### src/rtl/alu_pipe_if.sv
// Handshake and data bundle between an operand producer, alu_pipe and a result consumer.
// The master side drives operands and out_ready; the slave side (the ALU) drives results.
interface alu_pipe_if #(
    parameter int WIDTH = 8
) ();
    logic             in_valid;
    logic             in_ready;
    logic [WIDTH-1:0] a0_mux;
    logic [WIDTH-1:0] a1_mux;
    logic             a_sel;
    logic [WIDTH-1:0] b;
    logic [2:0]       ctrl;
    logic             out_valid;
    logic             out_ready;
    logic [WIDTH-1:0] out;
    logic             flag_z;
    logic             flag_n;
    logic             flag_c;
    logic             flag_v;

    modport master (
        output in_valid, a0_mux, a1_mux, a_sel, b, ctrl, out_ready,
        input  in_ready, out_valid, out, flag_z, flag_n, flag_c, flag_v
    );

    modport slave (
        input  in_valid, a0_mux, a1_mux, a_sel, b, ctrl, out_ready,
        output in_ready, out_valid, out, flag_z, flag_n, flag_c, flag_v
    );
endinterface

### src/rtl/alu_pipe.sv
// Two-stage pipelined ALU: S1 captures the selected operands, S2 computes and registers
// the result with Z/N/C/V flags. Valid/ready on both sides, at most two operations buffered.
module alu_pipe #(
    parameter int WIDTH = 8,
    parameter int SHW   = $clog2(WIDTH)
) (
    input  logic     clk,
    input  logic     rst_n,
    alu_pipe_if.slave bus
);
    localparam int           MSB     = WIDTH - 1;
    localparam logic [SHW:0] WIDTH_L = (SHW + 1)'(WIDTH);

    localparam logic [2:0] OP_ADD = 3'd0;
    localparam logic [2:0] OP_SUB = 3'd1;
    localparam logic [2:0] OP_OR  = 3'd2;
    localparam logic [2:0] OP_AND = 3'd3;
    localparam logic [2:0] OP_XOR = 3'd4;
    localparam logic [2:0] OP_NOT = 3'd5;
    localparam logic [2:0] OP_LSL = 3'd6;
    localparam logic [2:0] OP_LSR = 3'd7;

    logic             s1_valid_q, s1_valid_d;
    logic [WIDTH-1:0] s1_a_q, s1_a_d;
    logic [WIDTH-1:0] s1_b_q, s1_b_d;
    logic [2:0]       s1_ctrl_q, s1_ctrl_d;
    logic             out_valid_q, out_valid_d;
    logic [WIDTH-1:0] out_q, out_d;
    logic [3:0]       flags_q, flags_d;
    logic             s2_adv_s;
    logic             s1_adv_s;
    logic [WIDTH+1:0] res_s;

    // Returns {result, carry, overflow}; shifts read their amount from b[SHW-1:0].
    function automatic logic [WIDTH+1:0] alu_f(input logic [WIDTH-1:0] a,
                                                input logic [WIDTH-1:0] bb,
                                                input logic [2:0]       op);
        logic [WIDTH:0]   ext;
        logic [WIDTH-1:0] r;
        logic             c;
        logic             v;
        logic [SHW-1:0]   s;
        logic [SHW:0]     s_w;
        ext = {(WIDTH + 1){1'b0}};
        r   = {WIDTH{1'b0}};
        c   = 1'b0;
        v   = 1'b0;
        s   = bb[SHW-1:0];
        s_w = {1'b0, s};
        case (op)
            OP_ADD: begin
                ext = {1'b0, a} + {1'b0, bb};
                r   = ext[MSB:0];
                c   = ext[WIDTH];
                v   = (a[MSB] == bb[MSB]) && (r[MSB] != a[MSB]);
            end
            OP_SUB: begin
                ext = {1'b0, a} - {1'b0, bb};
                r   = ext[MSB:0];
                c   = ext[WIDTH];
                v   = (a[MSB] != bb[MSB]) && (r[MSB] != a[MSB]);
            end
            OP_OR:  r = a | bb;
            OP_AND: r = a & bb;
            OP_XOR: r = a ^ bb;
            OP_NOT: r = ~a;
            // Bit WIDTH of the widened value is the last bit shifted out (0 when s = 0).
            OP_LSL: begin
                if (s_w >= WIDTH_L) begin
                    r = {WIDTH{1'b0}};
                    c = 1'b0;
                end else begin
                    ext = {1'b0, a} << s;
                    r   = ext[MSB:0];
                    c   = ext[WIDTH];
                end
            end
            OP_LSR: begin
                if (s_w >= WIDTH_L) begin
                    r = {WIDTH{1'b0}};
                    c = 1'b0;
                end else begin
                    ext = {a, 1'b0} >> s;
                    r   = ext[WIDTH:1];
                    c   = ext[0];
                end
            end
            default: r = {WIDTH{1'b0}};
        endcase
        return {r, c, v};
    endfunction

    // Pipeline advance: S2 frees when empty or drained, S1 when empty or S2 frees.
    always_comb begin
        s2_adv_s = !out_valid_q || bus.out_ready;
        s1_adv_s = !s1_valid_q || s2_adv_s;
    end

    // S1 next state: operands are captured only on an accepted transfer.
    always_comb begin
        s1_valid_d = s1_valid_q;
        s1_a_d     = s1_a_q;
        s1_b_d     = s1_b_q;
        s1_ctrl_d  = s1_ctrl_q;
        if (s1_adv_s) begin
            s1_valid_d = bus.in_valid;
            if (bus.in_valid) begin
                s1_a_d    = bus.a_sel ? bus.a1_mux : bus.a0_mux;
                s1_b_d    = bus.b;
                s1_ctrl_d = bus.ctrl;
            end else begin
                s1_a_d    = s1_a_q;
                s1_b_d    = s1_b_q;
                s1_ctrl_d = s1_ctrl_q;
            end
        end else begin
            s1_valid_d = s1_valid_q;
        end
    end

    // S2 next state: result and flags {z,n,c,v} load only behind a valid S1 entry.
    always_comb begin
        res_s       = alu_f(s1_a_q, s1_b_q, s1_ctrl_q);
        out_valid_d = out_valid_q;
        out_d       = out_q;
        flags_d     = flags_q;
        if (s2_adv_s) begin
            out_valid_d = s1_valid_q;
            if (s1_valid_q) begin
                out_d   = res_s[WIDTH+1:2];
                flags_d = {(res_s[WIDTH+1:2] == {WIDTH{1'b0}}), res_s[WIDTH+1],
                           res_s[1], res_s[0]};
            end else begin
                out_d   = out_q;
                flags_d = flags_q;
            end
        end else begin
            out_valid_d = out_valid_q;
        end
    end

    // Pipeline registers with asynchronous clear.
    always_ff @(posedge clk or negedge rst_n) begin
        if (!rst_n) begin
            s1_valid_q  <= 1'b0;
            s1_a_q      <= {WIDTH{1'b0}};
            s1_b_q      <= {WIDTH{1'b0}};
            s1_ctrl_q   <= 3'd0;
            out_valid_q <= 1'b0;
            out_q       <= {WIDTH{1'b0}};
            flags_q     <= 4'd0;
        end else begin
            s1_valid_q  <= s1_valid_d;
            s1_a_q      <= s1_a_d;
            s1_b_q      <= s1_b_d;
            s1_ctrl_q   <= s1_ctrl_d;
            out_valid_q <= out_valid_d;
            out_q       <= out_d;
            flags_q     <= flags_d;
        end
    end

    assign bus.in_ready  = s1_adv_s;
    assign bus.out_valid = out_valid_q;
    assign bus.out       = out_q;
    assign bus.flag_z    = flags_q[3];
    assign bus.flag_n    = flags_q[2];
    assign bus.flag_c    = flags_q[1];
    assign bus.flag_v    = flags_q[0];
endmodule

### src/flat_wrapper.sv
// flat-port wrapper written by rule: the top's interface ports become plain ports
module alu_pipe_flat 
#(
    parameter int WIDTH = 8,
    parameter int SHW   = $clog2(WIDTH)
)
  (clk, rst_n, bus_in_valid, bus_a0_mux, bus_a1_mux, bus_a_sel, bus_b, bus_ctrl, bus_out_ready, bus_in_ready, bus_out_valid, bus_out, bus_flag_z, bus_flag_n, bus_flag_c, bus_flag_v);
  alu_pipe_if #(.WIDTH(WIDTH)) bus_i ();
  input  logic clk;
  input  logic rst_n;
  input wire logic [$bits(bus_i.in_valid)-1:0] bus_in_valid;
  input wire logic [$bits(bus_i.a0_mux)-1:0] bus_a0_mux;
  input wire logic [$bits(bus_i.a1_mux)-1:0] bus_a1_mux;
  input wire logic [$bits(bus_i.a_sel)-1:0] bus_a_sel;
  input wire logic [$bits(bus_i.b)-1:0] bus_b;
  input wire logic [$bits(bus_i.ctrl)-1:0] bus_ctrl;
  input wire logic [$bits(bus_i.out_ready)-1:0] bus_out_ready;
  output wire logic [$bits(bus_i.in_ready)-1:0] bus_in_ready;
  output wire logic [$bits(bus_i.out_valid)-1:0] bus_out_valid;
  output wire logic [$bits(bus_i.out)-1:0] bus_out;
  output wire logic [$bits(bus_i.flag_z)-1:0] bus_flag_z;
  output wire logic [$bits(bus_i.flag_n)-1:0] bus_flag_n;
  output wire logic [$bits(bus_i.flag_c)-1:0] bus_flag_c;
  output wire logic [$bits(bus_i.flag_v)-1:0] bus_flag_v;
  assign bus_i.in_valid = bus_in_valid;
  assign bus_i.a0_mux = bus_a0_mux;
  assign bus_i.a1_mux = bus_a1_mux;
  assign bus_i.a_sel = bus_a_sel;
  assign bus_i.b = bus_b;
  assign bus_i.ctrl = bus_ctrl;
  assign bus_i.out_ready = bus_out_ready;
  assign bus_in_ready = bus_i.in_ready;
  assign bus_out_valid = bus_i.out_valid;
  assign bus_out = bus_i.out;
  assign bus_flag_z = bus_i.flag_z;
  assign bus_flag_n = bus_i.flag_n;
  assign bus_flag_c = bus_i.flag_c;
  assign bus_flag_v = bus_i.flag_v;
  alu_pipe #(.WIDTH(WIDTH), .SHW(SHW)) u_core (.clk(clk), .rst_n(rst_n), .bus(bus_i));
endmodule
### config.mk
export PLATFORM = sky130hd
export DESIGN_NAME = alu_pipe_flat
export DESIGN_NICKNAME = d
export VERILOG_FILES = /design/src/rtl/alu_pipe_if.sv /design/src/rtl/alu_pipe.sv /design/src/flat_wrapper.sv
export SDC_FILE = /design/constraint.sdc
export NUM_CORES = 1
export LEC_CHECK = 0
export CAP_MARGIN = 20
export CORE_MARGIN = 5
export CORE_UTILIZATION = 55
export CTS_CLUSTER_SIZE = 28
export DETAILED_ROUTE_END_ITERATION = 8
export HOLD_SLACK_MARGIN = 0.12
export PLACE_DENSITY = 0.8
export SYNTH_ARGS = -nofsm -noshare
export SYNTH_HDL_FRONTEND = slang
export SYNTH_SLANG_ARGS = --single-unit
export TNS_END_PERCENT = 100
### constraint.sdc
create_clock -name clk -period 4.4 [get_ports clk]
set_input_delay 1.32 -clock clk [delete_from_list [all_inputs] [get_ports clk]]
set_output_delay 1.32 -clock clk [all_outputs]
set_load 0.03 [all_outputs]
# Word level (Yosys, flattened, before mapping)
# Cells that the tools add are included.
[word_totals]
reg_bits = 33
in_bits = 32
output_inout_bits = 14
wordCells = 40
[op_classes]
add_sub_neg = 2
n_eq_ne = 11
n_shift = 2
mux = 4
bitwise_logic = 4
n_reduce_logical = 10
[ops]
columns = ["operator", "n"]
rows = [
  ["$pmux 8 s8", 1],
  ["$eq 3x3->1 const B", 4],
  ["$add 8x8->9", 1],
  ["$shl 8x3->9", 1],
  ["$shr 9x3->9", 1],
  ["$sub 8x8->9", 1],
  ["$and 8x8->8", 1],
  ["$logic_not 8->1", 1],
  ["$mux 8", 1],
  ["$not 8->8", 1],
  ["$or 8x8->8", 1],
  ["$xor 8x8->8", 1],
  ["$eq 3x2->1 const B", 2],
  ["$pmux 1 s4", 1],
  ["$reduce_and 2->1", 2],
  ["$eq 3x1->1 const B", 1],
  ["$logic_not 3->1", 1],
  ["$ne 1x1->1", 3],
  ["$logic_and 1x1->1", 2],
  ["$logic_not 1->1", 2],
  ["$logic_or 1x1->1", 2],
  ["$pmux 1 s2", 1],
  ["$eq 1x1->1", 1],
]

# Logic depth before layout (Yosys ltp)
[logic_depth]
depth_word = 4
ltp_mapped = 11

# Worst setup path before layout
# OpenSTA, ideal clock, no wires.
[synth_path]
path_type = "input port to output port"
startpoint = "input port bus_out_ready"
endpoint = "output port bus_in_ready"
arrival_time_ns = 1.672
required_ns = 3.080
slack_ns = 1.408
path_stages = 1
n_path_buf = 0
cell_sequence = "nand3b_1"
[synth_via]
elab_chain_cells = 2
[synth_lines]
columns = ["element", "line_no", "text"]
rows = [
  ["start: declaration", "flat_wrapper.sv:17", "input wire logic [$bits(bus_i.out_ready)-1:0] bus_out_ready;"],
  ["$logic_or 1x1->1", "alu_pipe.sv:95", "s2_adv_s = !out_valid_q || bus.out_ready;"],
  ["$logic_or 1x1->1", "alu_pipe.sv:96", "s1_adv_s = !s1_valid_q || s2_adv_s;"],
  ["end: declaration", "flat_wrapper.sv:18", "output wire logic [$bits(bus_i.in_ready)-1:0] bus_in_ready;"],
]
# Every way passes these cells.

# Worst setup path in the final report
# Same ends and word-level chain as after synthesis.

==> impl_metrics.json <==
{
  "status": "finished, final reports clean",
  "synth_top_family_by_area": "compound AO/OA/AOI/OAI gates",
  "grt-ovfl-total": 0,
  "synth.area.mux_share": 0.181,
  "cts-htree-levels": 2,
  "setup_tns_ns": 0,
  "ctsResizeCount": 0,
  "worst_ir_drop_vdd_mv": 0.228,
  "path_max_fanout": 3,
  "die_width_um": 85.0,
  "period_needed_ns": 3.94,
  "syn_inst": 340,
  "p_switching_uw": 650,
  "place.gp.congestion": 0.967,
  "relSlewSlack": 0.351,
  "hold_class": "flip-flop to flip-flop",
  "via_per_inst": 6.20,
  "syn-cell-area_sq_um": 3100,
  "utilization": 0.665,
  "ys_seq_area_frac": 0.259,
  "swShare": 0.415,
  "grt_pass1_wl_um": 12900,
  "async_flop_share": 1.00,
  "tightest_slew_ns": 0.973,
  "area_growth_pct": 17.6,
  "pwr-share-comb": 0.506,
  "final_cell_mix": "clkdlybuf4s50_1 (45), nand2_1 (32), dfrtp_1 (32), inv_1 (30), ha_1 (25)",
  "setup_viol": 0,
  "diodes": 0,
  "syn-num-nets": 399,
  "drv_slew": 0,
  "cap_violations": 0,
  "synth-simple-area-share": 0.148,
  "grt_usage": 0.225,
  "cts_tree": "yes",
  "die_area_sq_um": 7230,
  "p_int_uw": 916,
  "post-dp-hpwl_um": 5950,
  "mostFrequentLayoutCell": "clkdlybuf4s50_1",
  "endpoint_kind": "output port",
  "period_share": 0.895,
  "cts.path.max_buffers": 2,
  "synth_compound_area_frac": 0.193,
  "dp.cells": 432,
  "via_count": 2728,
  "coreArea_sq_um": 5470,
  "numPortBuffers": 45,
  "fill_cells": 496,
  "synth-seq-cells": 32,
  "ys_warn_count": 0,
  "startpoint_type": "primary input",
  "cts_setup_buffers": 0,
  "clock_sinks": 32,
  "totalPowerFinal_mw": 1.57,
  "hold_path_depth": 2,
  "critical_path_class": "primary input to output port",
  "fin_skew_ns": 0.00586,
  "ys_types": 61,
  "synth_flop_cell": "dfrtp_1",
  "reg2reg_depth": 10,
  "cp_data_required_time_ns": 3.08,
  "cts_root_buf": "clkbuf_8",
  "drtIter0Drc": 278,
  "drc": 0,
  "drive_above_1_share": 0.103,
  "synth_xor_area_frac": 0.0226,
  "grt_pass1_vias": 2732,
  "leakagePower_nw": 1.56,
  "grt_antenna_before_repair": 0,
  "seq_power_share": 0.289,
  "ioPinCount": 46,
  "ctsHoldBuffers": 0,
  "postRouteWirelength_um": 7990,
  "rsz0062_at_grt": "false",
  "ant_nets": 0,
  "hold_viol_final": 0,
  "start_util": 0.566,
  "instances_no_fill": 440,
  "num_rows": 27,
  "drt-pass1-iter-count": 4,
  "worstSkewPairLatency_ns": 0.30,
  "clkPwrFrac": 0.206,
  "syn_avg_cell_area_sq_um": 9.10,
  "synth-edff-count": 0,
  "numCtsBuffers": 5,
  "grt_max_degree": 33,
  "cellPowerDensity_nw_per_um2": 430,
  "fmax_ghz": 0.254,
  "cts.clk_slew.worst_paths_ns": 0.07,
  "arrival_ns": 2.62,
  "die_h_um": 85.0,
  "wire_per_inst_um": 18.2,
  "synthAdderAreaFrac": 0.114,
  "nets": 426
}
[critical path, cell delays in order]
cell and delay (ns):
clkdlybuf4s50_1 0.47, nand3b_1 0.14, clkdlybuf4s50_1 0.69
[metal layers]
metal,up-vias,GRT usage,routed length (um),share of wire
met4,0,0.112,267,0.033
li1,1289,-,-,-
met1,1284,0.282,3210,0.40
met3,28,0.0427,700,0.088
met5,-,0,0,0
met2,127,0.368,3810,0.48
[final cells by class]
type                            instances  area [sq um]  area share
Timing Repair Buffer                   48           473       0.130
Sequential cell                        32           801       0.220
Clock buffer                            7          96.3      0.0265
Clock inverter                          1          30.0     0.00825
Tap cell                               72          90.1      0.0247
Inverter                               30           113      0.0309
Multi-Input combinational cell        250          2040       0.560
[state kept, by name, summed over array words and instances (netlist names)]
signal / count
u_core.bus.out_valid: 1
u_core.s1_valid_q: 1
u_core.s1_b_q: 8
u_core.s1_ctrl_q: 3
u_core.bus.out: 7
u_core.s1_a_q: 8
u_core.flags_q: 4
[cells in the mapped netlist, types with 6 or more instances]
cell type  instances  area [sq um]
dfrtp_1           32           801
nand2_1           32           120
inv_1             30           113
ha_1              25           313
o21ai_0           20           100
mux2i_1           18           180
mux2_2            16           180
clkbuf_1          13          48.8
a21oi_1           12          60.1
nor3_1            11          55.1
buf_2             10          50.1
nor2_1            10          37.5
nand2b_1           9          56.3
xnor2_1            7          61.3
o22ai_1            6          37.5
[cell families (layout without fill, tap and decap cells)]
| family | after synthesis | after routing |
|---|---|---|
| AND/OR/NAND/NOR | 88 | 88 |
| multiplexers | 42 | 42 |
| XOR/XNOR | 8 | 8 |
| AO/OA/AOI/OAI | 85 | 85 |
| adder cells (fa/ha/maj) | 27 | 27 |
| buffers and inverters | 58 | 86 |
| flip-flops | 32 | 32 |
[path summary, 6_finish.rpt]
kind | start | endpoint | slack (ns)
min reg2reg | u_core.bus.out[5]$_DFFE_PN0P_ | u_core.bus.out[5]$_DFFE_PN0P_ | 0.48
max | bus_out_ready | bus_in_ready | 0.46
max in group asynchronous | rst_n | u_core.s1_b_q[5]$_DFFE_PN0P_ | 2.68
min in group asynchronous | rst_n | u_core.bus.out[1]$_DFFE_PN0P_ | 1.42
max reg2reg | u_core.s1_a_q[0]$_DFFE_PN0P_ | u_core.flags_q[3]$_DFFE_PN0P_ | 1.54
min | u_core.bus.out[5]$_DFFE_PN0P_ | u_core.bus.out[5]$_DFFE_PN0P_ | 0.48
[per-stage QoR]
step | setup slack [ns] | hold slack [ns] | cell area (sq um)
after global routing | 0.410 | 0.509 | 3640
after floorplan | 1.41 | 0.480 | 3100
final | 0.463 | 0.480 | 3640
after detailed placement | 0.452 | 0.471 | 3510
after CTS | 0.449 | 0.488 | 3640
after global placement | 0.470 | 0.461 | 3510
[power groups by stage]
stage	clock network, mW	registers [mW]	logic (mW)
2_1_floorplan	0	0.483	0.527
3_5_place_dp	0	0.457	0.783
3_3_place_gp	0	0.450	0.771
6_report	0.322	0.452	0.792
4_1_cts	0.327	0.450	0.787
5_1_grt	0.335	0.466	0.858
Power figures use the tool's default switching activity.
==> patch (same flow settings) <==
`WIDTH` is set to 8 in 3 places; all go to 16.
--- a/src/rtl/alu_pipe_if.sv
+++ b/src/rtl/alu_pipe_if.sv
@@ -3,3 +3,3 @@
 interface alu_pipe_if #(
-    parameter int WIDTH = 8
+    parameter int WIDTH = 16
 ) ();
--- a/src/rtl/alu_pipe.sv
+++ b/src/rtl/alu_pipe.sv
@@ -3,3 +3,3 @@
 module alu_pipe #(
-    parameter int WIDTH = 8,
+    parameter int WIDTH = 16,
     parameter int SHW   = $clog2(WIDTH)
--- a/src/flat_wrapper.sv
+++ b/src/flat_wrapper.sv
@@ -3,3 +3,3 @@
 #(
-    parameter int WIDTH = 8,
+    parameter int WIDTH = 16,
     parameter int SHW   = $clog2(WIDTH)
Interface: changed (resized bus_a0_mux, bus_a1_mux, bus_b and bus_out); port bits go from 46 to 78. The function was not compared with the original's and may differ.
==> patch against the original RTL <==
Combinational power is 140% higher; wire length grew to 2.5 times the old value; hold slack worse by 0.0021 ns; sequential cell count is 24 higher; synthesized area is 100% higher; setup slack worse by 0.028 ns; power is 95% higher; final area is 98% higher; clock power is 23% higher; largest power group unchanged.
==> patch: results <==
[pwr]
pg_seq_uw = 765
power_leakage_uw = 0.00312
ir_drop_v = 0.000273
power.switching_uw = 1430

[setup_path]
reg2reg_setup_slack_ns = 0.65
worstPathArrival_ns = 2.65

[final_layout]
clock_area_share_pct = 1.86
inverters_excl_clock = 52
nets = 894

[logic_synthesis]
yosysUniqueCellTypes = 74
seq_area_frac_synth_pct = 22.3
ys_ff_latch = 56
synthTopCellsByCount = nand2_1, nor2_1, dfrtp_1

[clocking]
cts_root_buffer = clkbuf_16

[placement]
place_congestion = 1.01
place_hpwl_mm = 15.6

[route]
wirelength_mm = 20.3
wl_met3_mm = 1.91
viasPerCell = 6.66
drtIter0Drc = 616
routed-wl-met2_mm = 9.18
first_pass_iters = 5

[hold_path]
min_to = u_core.bus.out[12]$_DFFE_PN0P_

[global_route]
grt_pass1_vias = 5983
grt_pass1_wl_mm = 32.4

[run_status]
status = complete, no violations
patch: kinds of logic (layout without fill, tap and decap cells):
family / count (synthesis) / after routing / synth area share (%)
compound gates: 218 / 218 / 23.8
simple gates: 212 / 212 / 16.4
buf+inv: 110 / 153 / 7.43
mux: 88 / 88 / 18.4
flops: 56 / 56 / 22.3
fa+ha+maj: 51 / 51 / 10.4
xor+xnor: 9 / 9 / 1.26
patch: routing by layer:
| layer | vias up | GRT usage [%] |
|---|---|---|
| met5 | - | 0 |
| met3 | 37 | 6.48 |
| met2 | 342 | 47.5 |
| met1 | 2997 | 43.0 |
| met4 | 0 | 9.79 |
| li1 | 2815 | - |
patch: metrics by stage:
stage	std cells	worst slack [ns]	cell area (um^2)	utilization, %
6_report	930	0.435	7210	63.7
5_1_grt	930	0.377	7210	63.7
4_1_cts	930	0.442	7210	63.7
3_5_place_dp	923	0.449	7080	62.5
3_3_place_gp	923	0.468	7080	62.5
2_1_floorplan	744	0.885	6280	-
